===== src/rtl/instruction_compressor.sv =====
// Purpose: replaces adjacent instruction pairs found in a small dictionary with a single token word.
// Latency: 1 cycle from the accepting edge to out_valid; the first word of a stream is held until its successor arrives.
// Backpressure: in_ready drops while the output register is full and out_ready is low, and during the FLUSH cycle.
module instruction_compressor #(
  parameter int                      WIDTH        = 32,
  parameter int                      encodeLength = 4,
  parameter logic [encodeLength-1:0] OPcode       = 4'b1111,
  parameter int                      ENTRIES      = 16
) (
  input  logic                       clk,
  input  logic                       reset,
  input  logic                       in_valid,
  output logic                       in_ready,
  input  logic [WIDTH-1:0]           in_instr,
  input  logic                       in_last,
  input  logic                       wme,
  input  logic [$clog2(ENTRIES)-1:0] wa,
  input  logic [WIDTH-1:0]           wd0,
  input  logic [WIDTH-1:0]           wd1,
  output logic                       out_valid,
  input  logic                       out_ready,
  output logic [WIDTH-1:0]           out_word,
  output logic                       out_is_token,
  output logic                       err_escape,
  output logic [15:0]                tok_cnt,
  output logic [15:0]                raw_cnt
);

  localparam int AW  = $clog2(ENTRIES);
  localparam int LOW = WIDTH - encodeLength;

  typedef enum logic [1:0] {EMPTY, HELD, FLUSH} state_t;

  state_t             state, state_d;
  logic [WIDTH-1:0]   hold, hold_d;
  logic [WIDTH-1:0]   pair_first  [ENTRIES];
  logic [WIDTH-1:0]   pair_second [ENTRIES];
  logic [ENTRIES-1:0] entry_valid;

  logic               out_free, accept;
  logic               match_hit;
  logic [AW-1:0]      match_idx;
  logic [WIDTH-1:0]   token;
  logic               load, load_tok;
  logic [WIDTH-1:0]   load_word;

  assign out_free = !out_valid || out_ready;
  assign in_ready = (state != FLUSH) && out_free;
  assign accept   = in_valid && in_ready;

  // Token carries the byte address of the pair (8 bytes per entry) under the marker.
  assign token = {OPcode, {(LOW-AW-3){1'b0}}, match_idx, 3'b000};

  // Dictionary valid bits: the only dictionary state cleared by reset.
  always_ff @(posedge clk or posedge reset) begin
    if (reset) entry_valid <= '0;
    else if (wme) entry_valid[wa] <= 1'b1;
  end

  // Dictionary pair storage; lookups this cycle still see the old contents.
  always_ff @(posedge clk) begin
    if (wme) begin
      pair_first[wa]  <= wd0;
      pair_second[wa] <= wd1;
    end
  end

  // Priority search from the top down so the lowest matching index wins.
  always_comb begin
    match_hit = 1'b0;
    match_idx = '0;
    for (int i = ENTRIES - 1; i >= 0; i--) begin
      if (entry_valid[i] && pair_first[i] == hold && pair_second[i] == in_instr) begin
        match_hit = 1'b1;
        match_idx = i[AW-1:0];
      end
    end
  end

  // State and hold register.
  always_ff @(posedge clk or posedge reset) begin
    if (reset) begin
      state <= EMPTY;
      hold  <= '0;
    end else begin
      state <= state_d;
      hold  <= hold_d;
    end
  end

  // Next-state logic and selection of what, if anything, loads the output register.
  always_comb begin
    state_d   = state;
    hold_d    = hold;
    load      = 1'b0;
    load_tok  = 1'b0;
    load_word = '0;
    case (state)
      EMPTY: begin
        if (accept) begin
          if (in_last) begin
            load      = 1'b1;
            load_word = in_instr;
          end else begin
            hold_d  = in_instr;
            state_d = HELD;
          end
        end
      end
      HELD: begin
        if (accept) begin
          load = 1'b1;
          if (match_hit) begin
            load_tok  = 1'b1;
            load_word = token;
            state_d   = EMPTY;
          end else begin
            load_word = hold;
            hold_d    = in_instr;
            state_d   = in_last ? FLUSH : HELD;
          end
        end
      end
      FLUSH: begin
        if (out_free) begin
          load      = 1'b1;
          load_word = hold;
          state_d   = EMPTY;
        end
      end
      default: state_d = EMPTY;
    endcase
  end

  // Output register, escape flag and emission counters.
  always_ff @(posedge clk or posedge reset) begin
    if (reset) begin
      out_valid    <= 1'b0;
      out_word     <= '0;
      out_is_token <= 1'b0;
      err_escape   <= 1'b0;
      tok_cnt      <= '0;
      raw_cnt      <= '0;
    end else if (load) begin
      out_valid    <= 1'b1;
      out_word     <= load_word;
      out_is_token <= load_tok;
      if (load_tok) begin
        tok_cnt <= tok_cnt + 16'd1;
      end else begin
        raw_cnt <= raw_cnt + 16'd1;
        if (load_word[WIDTH-1 -: encodeLength] == OPcode) err_escape <= 1'b1;
      end
    end else if (out_ready) begin
      out_valid <= 1'b0;
    end
  end

endmodule

===== config.mk =====
export PLATFORM = sky130hd
export DESIGN_NAME = instruction_compressor
export DESIGN_NICKNAME = d
export VERILOG_FILES = /design/src/rtl/instruction_compressor.sv
export SDC_FILE = /design/constraint.sdc
export NUM_CORES = 2
export LEC_CHECK = 0
export ABC_AREA = 0
export BUFFER_PORTS_ARGS = -buffer_cell sky130_fd_sc_hd__buf_2
export CAP_MARGIN = 10
export CORE_MARGIN = 8
export CORE_UTILIZATION = 40
export DETAILED_ROUTE_END_ITERATION = 7
export GPL_ROUTABILITY_DRIVEN = 0
export GPL_TIMING_DRIVEN = 0
export PLACE_DENSITY = 0.58
export REMOVE_ABC_BUFFERS = 1
export SYNTH_ARGS = -nofsm -noshare
export SYNTH_HDL_FRONTEND = slang
export SYNTH_SLANG_ARGS = --single-unit

===== constraint.sdc =====
create_clock -name clk -period 7.7 [get_ports clk]
set_input_delay 0.77 -clock clk [delete_from_list [all_inputs] [get_ports clk]]
set_output_delay 0.77 -clock clk [all_outputs]
set_load 0.1 [all_outputs]

==> flow_summary.ini <==
[clocking]
cts.path.max_buffers = 3
cts_setup_buffers = 0
cts_resized = 0
h-tree-depth = 3
clkLatencyLatePin_ns = 0.76
clock-root-buffer = clkbuf_16
tritoncts = done
clock-sinks = 1141
numCtsBuffers = 117
clk_pin_slew_ns = 0.06
hold_buffers = 0

[synth]
synth_area_mm2 = 0.0495
synth_area_leaders = edfxtp_1 (62%), xnor2_1 (8.3%), dfrtp_1 (5.9%)
synth_edf_count = 1024
synth_top_area_share_pct = 62.1
synth_most_common_cell = edfxtp_1
yosys_warnings = 0
synth_xor_area_share_pct = 13.8
synthTopCellsByCount = edfxtp_1 (1024), xnor2_1 (471), xor2_1 (303), nand2b_1 (185), nand4_1 (134)
ys_seq_elements = 1141
postSynthAreaPerCell_um2 = 14.7
synth-compound-area-share_pct = 6.72
synth_cell_types = 66
synth_top_family_by_area = XOR/XNOR gates
async_reset_ff_share_pct = 10.3
syn_inst = 3364
synthMuxAreaShare_pct = 0.0455
synthFlopType = edfxtp_1
synth_top_area_cell = edfxtp_1
synth_fa_ha_area_share_pct = 0.0505
ys_seq_area_share_pct = 68.0
synth-simple-area-share_pct = 8.88

[timing]
grt_setup_unrepaired = false
finalHoldViolations = 0
max_freq_mhz = 149
period_minus_slack_ns = 6.73
setup_violations = 0
finalWorstSetupSlack_ns = 0.974
fin_crit_sh_pct = 87.4
slew_violations = 0
finClkSkew_ns = 0.0459
worst_slew_pin_slew_ns = 1.37
relSlewSlack_pct = 7.70

[die]
dieArea_mm2 = 0.135
std_cell_rows = 129
die_y_um = 368
initial_core_util_pct = 40.2
io_pins = 174
die_w_um = 368
coreArea_mm2 = 0.123

[pwr]
p_leak_uw = 0.0187
vdd_drop_max_v = 0.000395
powerDensity_mw_per_mm2 = 327

[global_route]
grt_pass1_vias = 31100
gr-total-overflow = 0
antenna_found_initial = 32
grt_max_degree = 60
grt_pass1_wl_mm = 277
grtUsageTotal_pct = 30.1

[flow_run]
maxCapViolCount = 0

[drt]
viasPerCell = 6.34
drt-total-wl_mm = 211
postRouteAntennaNets = 0
drc_errors = 0
vias = 33800
wl_per_cell_um = 39.6
drtIter0Drc = 7148
dr.pass1.iters = 6

[cells_and_area]
nNetsFinal = 3690
drive_gt1_share_pct = 14.6
regArea_mm2 = 0.0337
area_growth_pct = 15.3
n_fill_cell = 10900
finalCoreUtilization_pct = 46.3
multiInputGateArea_mm2 = 0.0148

[place]
pre_cts_slack_ns = 0.732
dp_hpwl_mm = 127
port_buffers = 173

[critical_path]
startpoint_type = flop
crit_arrival_ns = 7.34
crit_path_end_kind = flop
required_ns = 8.31
path_max_fanout = 18
crit_type = reg2reg

[hold_path]
hold_path_class = in2async

[run_status]
status = completed
-- final timing paths --
kind                             endpoint      startpoint  depth (start not counted)  slack, ns
max                              hold[18]        hold[30]                         11       0.97
max in group asynchronous         hold[1]           reset                          3       6.74
max reg2reg                      hold[18]        hold[30]                         11       0.97
min reg2reg                entry_valid[8]  entry_valid[8]                          1       0.46
min in group clk                out_valid       out_ready                          3       0.37
min                            tok_cnt[6]           reset                          2       0.14
-- state kept, by name (all words and copies together) (netlist names) --
register / cells
out_is_token: 1
state: 2
tok_cnt: 16
err_escape: 1
entry_valid: 16
pair_first: 512
raw_cnt: 16
out_word: 32
hold: 32
pair_second: 512
out_valid: 1
-- layer usage --
metal	vias to the layer above	track usage (%)	share of wire, %	routed length [um]
met5	-	0	0.0062	13
met4	2	15.7	6.3	13300
met3	613	8.49	14	28900
met2	2833	44.7	43	90800
met1	17300	40.1	37	78100
li1	13100	-	-	-
-- critical path, stage by stage (launching register included) --
cell and delay [ns]:
dfrtp_2 1.02, clkinv_1 0.95, nor2_1 0.27, a2111oi_0 0.11, nand4_1 0.50, nor4_1 0.26
nor4_1 1.14, nor4b_4 0.88, buf_8 0.26, nand2_1 0.44, buf_16 0.37, o311ai_0 0.35
-- cell usage in the layout (no fill, tap or decap), types with 14 or more instances in the layout --
| cell type | instances |
|---|---|
| buf_6 | 33 |
| clkbuf_1 | 23 |
| nand2b_1 | 185 |
| o22ai_1 | 27 |
| inv_1 | 63 |
| nand4_1 | 134 |
| clkinv_2 | 27 |
| a2111oi_0 | 20 |
| dfrtp_2 | 29 |
| nor3_1 | 21 |
| a211o_1 | 32 |
| clkinv_1 | 41 |
| xnor2_1 | 471 |
| o2bb2ai_1 | 58 |
| nand2_1 | 62 |
| diode_2 | 15 |
| buf_12 | 34 |
| or2_2 | 17 |
| o311ai_0 | 27 |
| clkbuf_16 | 119 |
| nor2_1 | 61 |
| o2111ai_1 | 63 |
| nor2b_1 | 48 |
| a31oi_1 | 26 |
| dfrtp_1 | 88 |
| xor2_1 | 303 |
| o21ai_0 | 36 |
| nor4_1 | 116 |
| a21oi_1 | 49 |
| nand3_1 | 35 |
| buf_4 | 14 |
| buf_2 | 179 |
| edfxtp_1 | 1024 |
-- report_power, final --
| group | switching (uW) | internal (uW) | leakage, uW |
|---|---|---|---|
| combinational | 3390 | 1470 | 0.00621 |
| sequential | 1050 | 7080 | 0.0106 |
| clock | 2510 | 3190 | 0.00186 |
| total | 6950 | 11700 | 0.0187 |
-- logic make-up after synthesis --
kind of cell               after synthesis
AOI/OAI and AO/OA                      429
adders and majority gates                2
buffers and inverters                  258
DFF                                   1141
and+or+nand+nor                        756
xor gates and xnor gates               776
muxes                                    2
-- stage by stage --
| stage | hold slack [ns] | setup TNS, ns | total power (uW) | std cells | cell area (um2) |
|---|---|---|---|---|---|
| 2_1_floorplan | 0.432 | -2.95 | 10300 | 3185 | 48600 |
| 3_3_place_gp | 0.446 | -1101.77 | 12600 | 4995 | 51500 |
| 3_5_place_dp | 0.447 | 0 | 12900 | 5096 | 53200 |
| 4_1_cts | 0.142 | 0 | 18500 | 5316 | 57000 |
| 5_1_grt | 0.169 | 0 | 19000 | 5321 | 57100 |
| 6_report | 0.143 | 0 | 18700 | 5335 | 57100 |
-- final cells by class --
| cell class | count | area share, % |
|---|---|---|
| Clock buffer | 148 | 5.51 |
| Timing Repair Buffer | 278 | 4.31 |
| Tap cell | 1637 | 3.59 |
| Clock inverter | 72 | 1.10 |
| Antenna cell | 15 | 0.0657 |
| Sequential cell | 1141 | 59.0 |
| Multi-Input combinational cell | 1965 | 25.8 |
| Inverter | 79 | 0.528 |
Note: power is estimated with default switching activity, not from simulation.
